<file path="config.mk">
export PLATFORM = sky130hd
export DESIGN_NAME = ifetch_ctrl
export DESIGN_NICKNAME = d
export VERILOG_FILES = /design/src/rtl/ifetch_ctrl.sv
export SDC_FILE = /design/constraint.sdc
export NUM_CORES = 1
export LEC_CHECK = 0
export CAP_MARGIN = 40
export CORE_ASPECT_RATIO = 0.7
export CORE_MARGIN = 2
export CORE_UTILIZATION = 30
export DETAILED_ROUTE_END_ITERATION = 6
export HOLD_SLACK_MARGIN = 0.1
export RECOVER_POWER = 50
export SLEW_MARGIN = 20
export SYNTH_ARGS = -nofsm -noshare
export SYNTH_HDL_FRONTEND = slang
export SYNTH_SLANG_ARGS = --single-unit
</file>
<file path="constraint.sdc">
create_clock -name clk -period 2.95 [get_ports clk]
set_input_delay 0.59 -clock clk [delete_from_list [all_inputs] [get_ports clk]]
set_output_delay 0.59 -clock clk [all_outputs]
set_load 0.01 [all_outputs]
</file>
<file path="src/rtl/ifetch_ctrl.sv">
// Instruction fetch controller: keeps one bus request in flight and buffers fetched words in an output register plus a one-entry skid buffer.
// Defining IFETCH_MISALIGN_CHECK_EN adds misaligned-PC trapping (STOP state, f_exc beat).
module ifetch_ctrl #(
   parameter logic [63:0] RESET_PC = 64'h8000_0000
) (
   input  logic        clk,
   input  logic        reset,
   output logic        ireq_valid,
   output logic [63:0] ireq_addr,
   input  logic        iresp_data_ok,
   input  logic [31:0] iresp_data,
   input  logic        stall,
   input  logic        redir_valid,
   input  logic [63:0] redir_pc,
   output logic        f_valid,
   output logic [63:0] f_pc,
   output logic [31:0] f_instr,
   output logic        f_exc
);

`ifdef IFETCH_MISALIGN_CHECK_EN
   typedef enum logic [1:0] {FETCH, DISCARD, HOLD, STOP} stateT;
`else
   typedef enum logic [1:0] {FETCH, DISCARD, HOLD} stateT;
`endif

   stateT       state, stateNext;
   logic [63:0] pc, pcNext;
   logic        skValid;
   logic [63:0] skPc;
   logic [31:0] skInstr;

   logic        accept, slotFree, misaligned, reqPending;
   logic        loadOut, skidToOut, clrOut, loadSkid, clrSkid;
   logic [63:0] outPc;
   logic [31:0] outInstr;

   assign accept   = f_valid & ~stall;
   assign slotFree = ~f_valid | accept;

`ifdef IFETCH_MISALIGN_CHECK_EN
   logic outExc;
   assign misaligned = (pc[1:0] != 2'b00);
`else
   assign misaligned = 1'b0;
   assign f_exc      = 1'b0;
`endif

   // Request is held combinationally low while reset is asserted.
   assign ireq_valid = reset & (((state == FETCH) & ~misaligned) | (state == DISCARD));
   assign reqPending = ireq_valid & ~iresp_data_ok;

   always_comb begin
      stateNext = state;
      pcNext    = pc;
      loadOut   = 1'b0;
      skidToOut = 1'b0;
      clrOut    = 1'b0;
      loadSkid  = 1'b0;
      clrSkid   = 1'b0;
      outPc     = ireq_addr;
      outInstr  = iresp_data;
`ifdef IFETCH_MISALIGN_CHECK_EN
      outExc    = 1'b0;
`endif
      if (redir_valid) begin
         pcNext  = redir_pc;
         clrOut  = 1'b1;
         clrSkid = 1'b1;
         case (state)
            FETCH:   stateNext = reqPending ? DISCARD : FETCH;
            DISCARD: stateNext = iresp_data_ok ? FETCH : DISCARD;
            default: stateNext = FETCH;
         endcase
      end else begin
         clrOut = accept;
         case (state)
            FETCH: begin
`ifdef IFETCH_MISALIGN_CHECK_EN
               if (misaligned) begin
                  if (slotFree) begin
                     loadOut   = 1'b1;
                     outPc     = pc;
                     outInstr  = 32'h0;
                     outExc    = 1'b1;
                     stateNext = STOP;
                  end
               end else
`endif
               if (iresp_data_ok) begin
                  pcNext = pc + 64'd4;
                  if (slotFree) begin
                     loadOut = 1'b1;
                  end else begin
                     loadSkid  = 1'b1;
                     stateNext = HOLD;
                  end
               end
            end
            DISCARD: if (iresp_data_ok) stateNext = FETCH;
            HOLD: begin
               if (accept && skValid) begin
                  skidToOut = 1'b1;
                  clrSkid   = 1'b1;
                  stateNext = FETCH;
               end
            end
            default: ;
         endcase
      end
   end

   always_ff @(posedge clk or negedge reset) begin
      if (!reset) begin
         state     <= FETCH;
         pc        <= RESET_PC;
         ireq_addr <= RESET_PC;
         f_valid   <= 1'b0;
         f_pc      <= 64'h0;
         f_instr   <= 32'h0;
`ifdef IFETCH_MISALIGN_CHECK_EN
         f_exc     <= 1'b0;
`endif
         skValid   <= 1'b0;
         skPc      <= 64'h0;
         skInstr   <= 32'h0;
      end else begin
         state <= stateNext;
         pc    <= pcNext;
         // Address is frozen while a request waits for its response.
         if (!reqPending) ireq_addr <= pcNext;

         if (loadOut) begin
            f_valid <= 1'b1;
            f_pc    <= outPc;
            f_instr <= outInstr;
`ifdef IFETCH_MISALIGN_CHECK_EN
            f_exc   <= outExc;
`endif
         end else if (skidToOut) begin
            f_valid <= 1'b1;
            f_pc    <= skPc;
            f_instr <= skInstr;
`ifdef IFETCH_MISALIGN_CHECK_EN
            f_exc   <= 1'b0;
`endif
         end else if (clrOut) begin
            f_valid <= 1'b0;
         end

         if (loadSkid) begin
            skValid <= 1'b1;
            skPc    <= ireq_addr;
            skInstr <= iresp_data;
         end else if (clrSkid) begin
            skValid <= 1'b0;
         end
      end
   end

endmodule

</file>
==> results of run 1 <==
worst max path at each step:
| stage | slack (ns) | end | depth (start not counted) | from |
|---|---|---|---|---|
| floorplan | 0.42 | ireq_addr[48]$_DFFE_PN0N_ | 9 | state[0]$_DFFE_PN0P_ |
| global placement | 0.006 | ireq_addr[48]$_DFFE_PN0N_ | 7 | iresp_data_ok |
| detailed placement | -0.03 | ireq_addr[46]$_DFFE_PN0N_ | 8 | iresp_data_ok |
| CTS | 0.01 | ireq_valid | 7 | state[0]$_DFFE_PN0P_ |
| global route | 0.13 | ireq_addr[29]$_DFFE_PN0N_ | 8 | state[0]$_DFFE_PN0P_ |
| finish | 0.32 | ireq_addr[29]$_DFFE_PN0N_ | 8 | state[0]$_DFFE_PN0P_ |
per-stage QoR:
step	hold slack, ns	setup TNS [ns]	instances	util, %	setup WS, ns
6_report	0.412	0	2208	40.5	0.319
5_1_grt	0.397	0	2207	40.5	0.130
4_1_cts	0.255	0	2205	40.6	0.0112
3_5_place_dp	0.484	-0.0477	2139	38.1	-0.0288
3_3_place_gp	0.477	0	2138	38.0	0.00566
2_1_floorplan	0.294	0	1259	-	0.421
area by class of cell:
type                            instances  area (µm²)  share of cell area [%]
Antenna cell                            3        7.51                  0.0387
Clock buffer                           50        1070                    5.50
Tap cell                              655         820                    4.22
Clock inverter                         16         174                   0.896
Timing Repair Buffer                  304        3060                    15.8
Sequential cell                       324        8110                    41.8
Inverter                               17        63.8                   0.329
Multi-Input combinational cell        839        6110                    31.5
routing by layer:
metal,global-route usage [%],up-vias
li1,-,4995
met1,23.4,5366
met2,24.3,258
met3,4.50,57
met4,3.93,6
met5,0,-
flip-flops by register name, summed over array words and instances, names as in the netlist:
register,count
f_pc,64
f_valid,1
state,2
skInstr,32
pc,64
f_instr,32
ireq_addr,64
skValid,1
skPc,64
logic make-up after synthesis:
| group | after synthesis | share of synthesized area [%] |
|---|---|---|
| flip-flops | 324 | 55.5 |
| AO/OA/AOI/OAI | 172 | 7.13 |
| XOR/XNOR | 59 | 3.59 |
| adder cells (fa/ha/maj) | 4 | 0.342 |
| other | 1 | 0.0257 |
| buffers and inverters | 96 | 2.79 |
| AND/OR/NAND/NOR | 360 | 12.7 |
| multiplexers | 243 | 17.9 |
cell usage in the layout, fill, tap and decap left out, types with 4 or more instances in the layout:
cell type and instances:
clkdlybuf4s50_1 209, mux2i_1 97, and4_1 4, nor4_4 5, o21ai_0 20, and3_1 26
nor3_1 20, inv_1 16, nand3_1 20, xnor2_1 31, dfrtp_1 322, ha_1 4
xor2_1 27, o31ai_1 9, mux2_1 5, clkinv_2 7, clkbuf_8 5, dlygate4sd3_1 50
buf_4 23, nor2_1 142, clkbuf_1 11, a21oi_1 103, mux2_2 141, buf_12 12
clkbuf_16 39, nor4_1 11, a221o_1 24, nand2_1 79, nand4_1 27
power by group:
group / internal [mW] / switching [mW]
Clock: 2.81 / 1.90
Combinational: 3.09 / 2.50
Sequential: 6.06 / 1.11
worst max-delay path, cell delays in order, from the launching register on:
cell      delay [ns]
dfrtp_1         0.35
inv_1           0.07
ha_1            0.23
clkbuf_1        0.16
o21ai_0         0.20
or2_0           0.68
buf_12          0.28
buf_4           0.18
mux2_2          0.34
==> flow_summary.yaml, run 1 <==
run_status:
  status: "complete, but fails checks"
  failed_checks: "capacitance limit, slew limit"
timing:
  setup_viol: 0
  rsz0062_at_grt: "no"
  fin_skew_ns: 0.0177
  worst_pin_slew_ns: 2.03
  fin_crit_sh_pct: 89.2
  fmax_ghz: 0.380
  final_max_slew_viol_count: 141
  hold_viol_final: 0
  slew_headroom_pct: -35.2
  fin_crit_ns: 2.63
hold_path:
  hold_start: "redir_valid"
  min_path_type: "primary input to register"
  holdPathStages: 2
  holdPathEnd: "skValid$_DFFE_PN0P_"
synthesis:
  postSynthAreaPerCell_um2: 11.6
  synth_cell_types: 53
  yosysMostFrequentCell: "dfrtp_1"
  synth_ff_type: "dfrtp_1"
  synthArstFlopShare_pct: 100
  yosysTopAreaCellShare_pct: 55.1
  ys_ff_latch: 324
  synthTopCellsByArea: "dfrtp_1 (55%), mux2_2 (11%), mux2i_1 (6.6%), nor2_1 (3.7%), a21oi_1 (3.5%)"
  synth_nets: 1364
  yosysSeqAreaShare_pct: 55.5
  netlist_top_cells_count: "dfrtp_1 (322), mux2_2 (145), nor2_1 (144)"
  synth_edf_count: 0
  syn_inst: 1259
  yosys.area.top_type: "dfrtp_1"
  synth_warnings: 0
  synth_area_um2: 14600
power_and_ir_drop:
  power.total_mw: 17.5
  cellPowerDensity_nw_per_um2: 900
  p_leak_nw: 8.56
  vdd_drop_max_uv: 442
clock_network:
  cts_setup_buffers: 0
  root_buffer: "clkbuf_16"
  cts.repair.resized: 0
  cts_buffers: 37
  clk_pin_slew_ns: 0.06
  clock_path_buffers: 3
  cts_hold_buf: 0
  clk_latency_ns: 0.53
  tritoncts: "done"
  clkSinkCount: 324
  cts_htree_levels: 2
detailed_routing:
  postRouteWirelength_mm: 41.3
  vias: 10700
  met2_length_mm: 17.9
  drtIter0Drc: 677
  routed_via_density: 4.84
  dr.pass1.iters: 5
  wl_met1_mm: 19.9
  dr_wl_met3_mm: 2.69
  avgRoutedWirePerCell_um: 18.7
  drc: 0
  ant_nets: 0
  maxUsedRoutingLayer: "met5"
cells_and_area:
  syn_to_final_growth_pct: 32.9
  fin_area_um2: 19400
  drive_gt1_share_pct: 17.4
  fillers: 4605
  nets: 1628
run:
  drv_cap: 1
floorplan:
  ios: 264
  initial_core_util_pct: 30.5
  die_area_um2: 50500
  die_w_um: 268
  row_count: 67
  die_y_um: 189
  core_area_um2: 48000
setup_path:
  reg2reg_from: "state[0]$_DFFE_PN0P_"
  cp.required_ns: 3.35
  critical_path.reg2reg.endpoint: "ireq_addr[29]$_DFFE_PN0N_"
  crit_path_start_kind: "register"
  arrival_ns: 3.03
  path_max_fanout: 30
  r2r_setup_slack_ns: 0.32
  r2r_cells: 8
  endpoint_kind: "register"
  path_class: "register to register"
grt:
  overflow: 0
  antenna_found_initial: 7
  grt_usage_pct: 16.3
  grt_pass1_wl_mm: 64.5
  grt_max_degree: 185
  grt_pass1_vias: 10800
placed_design:
  dpl_cell_area_um2: 18200
  gp_congestion: 0.807
  dp_hpwl_mm: 28.3
  numPortBuffers: 262
Power figures use the tool's default switching activity.
==> inputs of run 2 (changes only) <==
--- a/config.mk
+++ b/config.mk
@@ -11,6 +11,7 @@
 export CORE_UTILIZATION = 30
 export DETAILED_ROUTE_END_ITERATION = 6
 export HOLD_SLACK_MARGIN = 0.1
+export PLACE_DENSITY = 0.56
 export RECOVER_POWER = 50
 export SLEW_MARGIN = 20
 export SYNTH_ARGS = -nofsm -noshare
==> run 2 against run 1 <==
The flow now finishes without violations. Setup slack lost 0.020 ns. Die area stayed put. Final area fell by 0.40%. Highest routed layer unchanged. Fmax decreased by 0.75%. Via count up 0.21%. Clock power shrank 6.4%. Critical path depth increased by 1. Critical path type unchanged. Core utilization is 0.16 points lower. Sequential share of layout area increased by 0.17 points. Sequential power barely moved. Clock-buffer cell count did not move. Clock skew grew 0.0047 ns.
==> flow_summary.yaml, run 2 (same netlist as run 1, synthesis figures left out) <==
timing:
  rsz0062_at_grt: "no"
  fin_skew_ns: 0.0225
  hold_viol_final: 0
  fin_hold_ws_ns: 0.496
  slew_headroom_pct: 10.2
  setup_ws_ns: 0.299
  setup_viol: 0
  fin_crit_sh_pct: 89.9
  worst_pin_slew_ns: 1.35
  final_max_slew_viol_count: 0
  fmax_ghz: 0.377
  fin_crit_ns: 2.65
  setup_tns_ns: 0
clock_network:
  root_buffer: "clkbuf_16"
  clk_latency_ns: 0.54
  clk_pin_slew_ns: 0.06
  clkSinkCount: 324
  tritoncts: "done"
  cts_htree_levels: 2
  cts_setup_buffers: 0
  cts_buffers: 37
  clock_path_buffers: 3
cells_and_area:
  drive_gt1_share_pct: 17.7
  fin_area_um2: 19300
  nets: 1630
  mostFrequentLayoutCells: "dfrtp_1 (322), clkdlybuf4s50_1 (168), mux2_2 (144), nor2_1 (142), a21oi_1 (103)"
  syn_to_final_growth_pct: 32.3
  final_common_cell: "dfrtp_1"
  fillers: 4664
grt:
  antenna_found_initial: 8
  gr-usage-met3_pct: 4.42
  grt_pass1_wl_mm: 65.2
  grt_max_degree: 161
  grt_pass1_vias: 10800
  busiest_layer: "met1"
  gr-usage-met1_pct: 24.6
  overflow: 0
  grt_use_met2_pct: 24.0
  grt_usage_pct: 16.6
detailed_routing:
  drc: 0
  vias: 10700
  drtIter0Drc: 792
  ant_nets: 0
  routed_via_density: 4.85
  dr.pass1.iters: 5
  avgRoutedWirePerCell_um: 19.0
  postRouteWirelength_mm: 41.9
placed_design:
  dpl_cell_area_um2: 18300
  gp_congestion: 0.820
  pre_cts_slack_ns: -0.0751
  numPortBuffers: 262
  dp_hpwl_mm: 28.9
floorplan:
  initial_core_util_pct: 30.5
  ios: 264
  core_area_um2: 48000
  die_area_um2: 50500
  die_y_um: 189
  row_count: 67
  die_w_um: 268
power_and_ir_drop:
  vdd_drop_max_uv: 409
  p_leak_nw: 8.54
  power.total_mw: 17.1
  cellPowerDensity_nw_per_um2: 883
setup_path:
  endpoint_kind: "register"
  cp.required_ns: 3.36
  arrival_ns: 3.06
  path_max_fanout: 9
  crit_path_start_kind: "register"
  path_class: "register to register"
hold_path:
  min_path_type: "register to register"
run:
  drv_cap: 0
run_status:
  status: "finished, final reports clean"
[run 2: critical path: stages (launching register included)]
cell and delay, ns:
dfrtp_1 0.40, inv_1 0.09, ha_2 0.27, nand4_4 0.14, nor4_4 0.36, buf_12 0.18
nand4_2 0.28, nor3_1 0.32, xor2_1 0.13, a221o_1 0.33
[run 2: path summary, 6_finish.rpt]
kind                                      start                        end  slack, ns  cells past startpoint
hold / removal                  pc[1]$_DFF_PN0_            pc[1]$_DFF_PN0_       0.50                      1
max in group asynchronous                 reset       f_pc[38]$_DFFE_PN0P_       0.44                      4
setup / recovery           state[1]$_DFFE_PN0P_  ireq_addr[63]$_DFFE_PN0N_       0.30                      9
setup reg to reg           state[1]$_DFFE_PN0P_  ireq_addr[63]$_DFFE_PN0N_       0.30                      9
hold reg to reg                 pc[1]$_DFF_PN0_            pc[1]$_DFF_PN0_       0.50                      1
min in group asynchronous                 reset  ireq_addr[13]$_DFFE_PN0N_       0.85                      3
[run 2: power breakdown]
group	switching, mW	internal [mW]
clock network	1.89	2.52
registers	1.10	6.06
logic	2.51	2.99
[run 2: per-layer routing]
| metal | wire length [µm] | part of all wire, % |
|---|---|---|
| met1 | 20400 | 49 |
| met2 | 18100 | 43 |
| met3 | 2640 | 6.3 |
| met4 | 699 | 1.7 |
| met5 | 52 | 0.12 |
[run 2: area by class of cell]
cell class,instances,area [µm²],area share (%)
multi-input cells,839,6120,31.6
repair buffers,306,3080,15.9
clock buffers,50,1060,5.47
diodes,4,10.0,0.0518
well taps,655,820,4.24
flip-flops and latches,324,8110,41.9
inverters,17,63.8,0.330
clock inverters,14,82.6,0.427
[run 2: what timing repair did]
item	CTS	global route
pin swaps	0	0
gates resized for setup	1	1
hold buffers	1	0
cloned	0	0
hold endpoints to repair	23	0
endpoints found under the setup margin	1	1
[run 2: through the flow]
stage,std cells,util (%)
2_1_floorplan,1259,-
3_3_place_gp,2140,38.1
3_5_place_dp,2140,38.1
4_1_cts,2205,40.5
5_1_grt,2207,40.3
6_report,2209,40.3
==> inputs of run 3 (changes only) <==
--- a/config.mk
+++ b/config.mk
@@ -5,7 +5,6 @@
 export SDC_FILE = /design/constraint.sdc
 export NUM_CORES = 1
 export LEC_CHECK = 0
-export CAP_MARGIN = 40
 export CORE_ASPECT_RATIO = 0.7
 export CORE_MARGIN = 2
 export CORE_UTILIZATION = 30
==> results of run 3 <==
The final DEF is identical to that of run 2; final timing and power are the same.
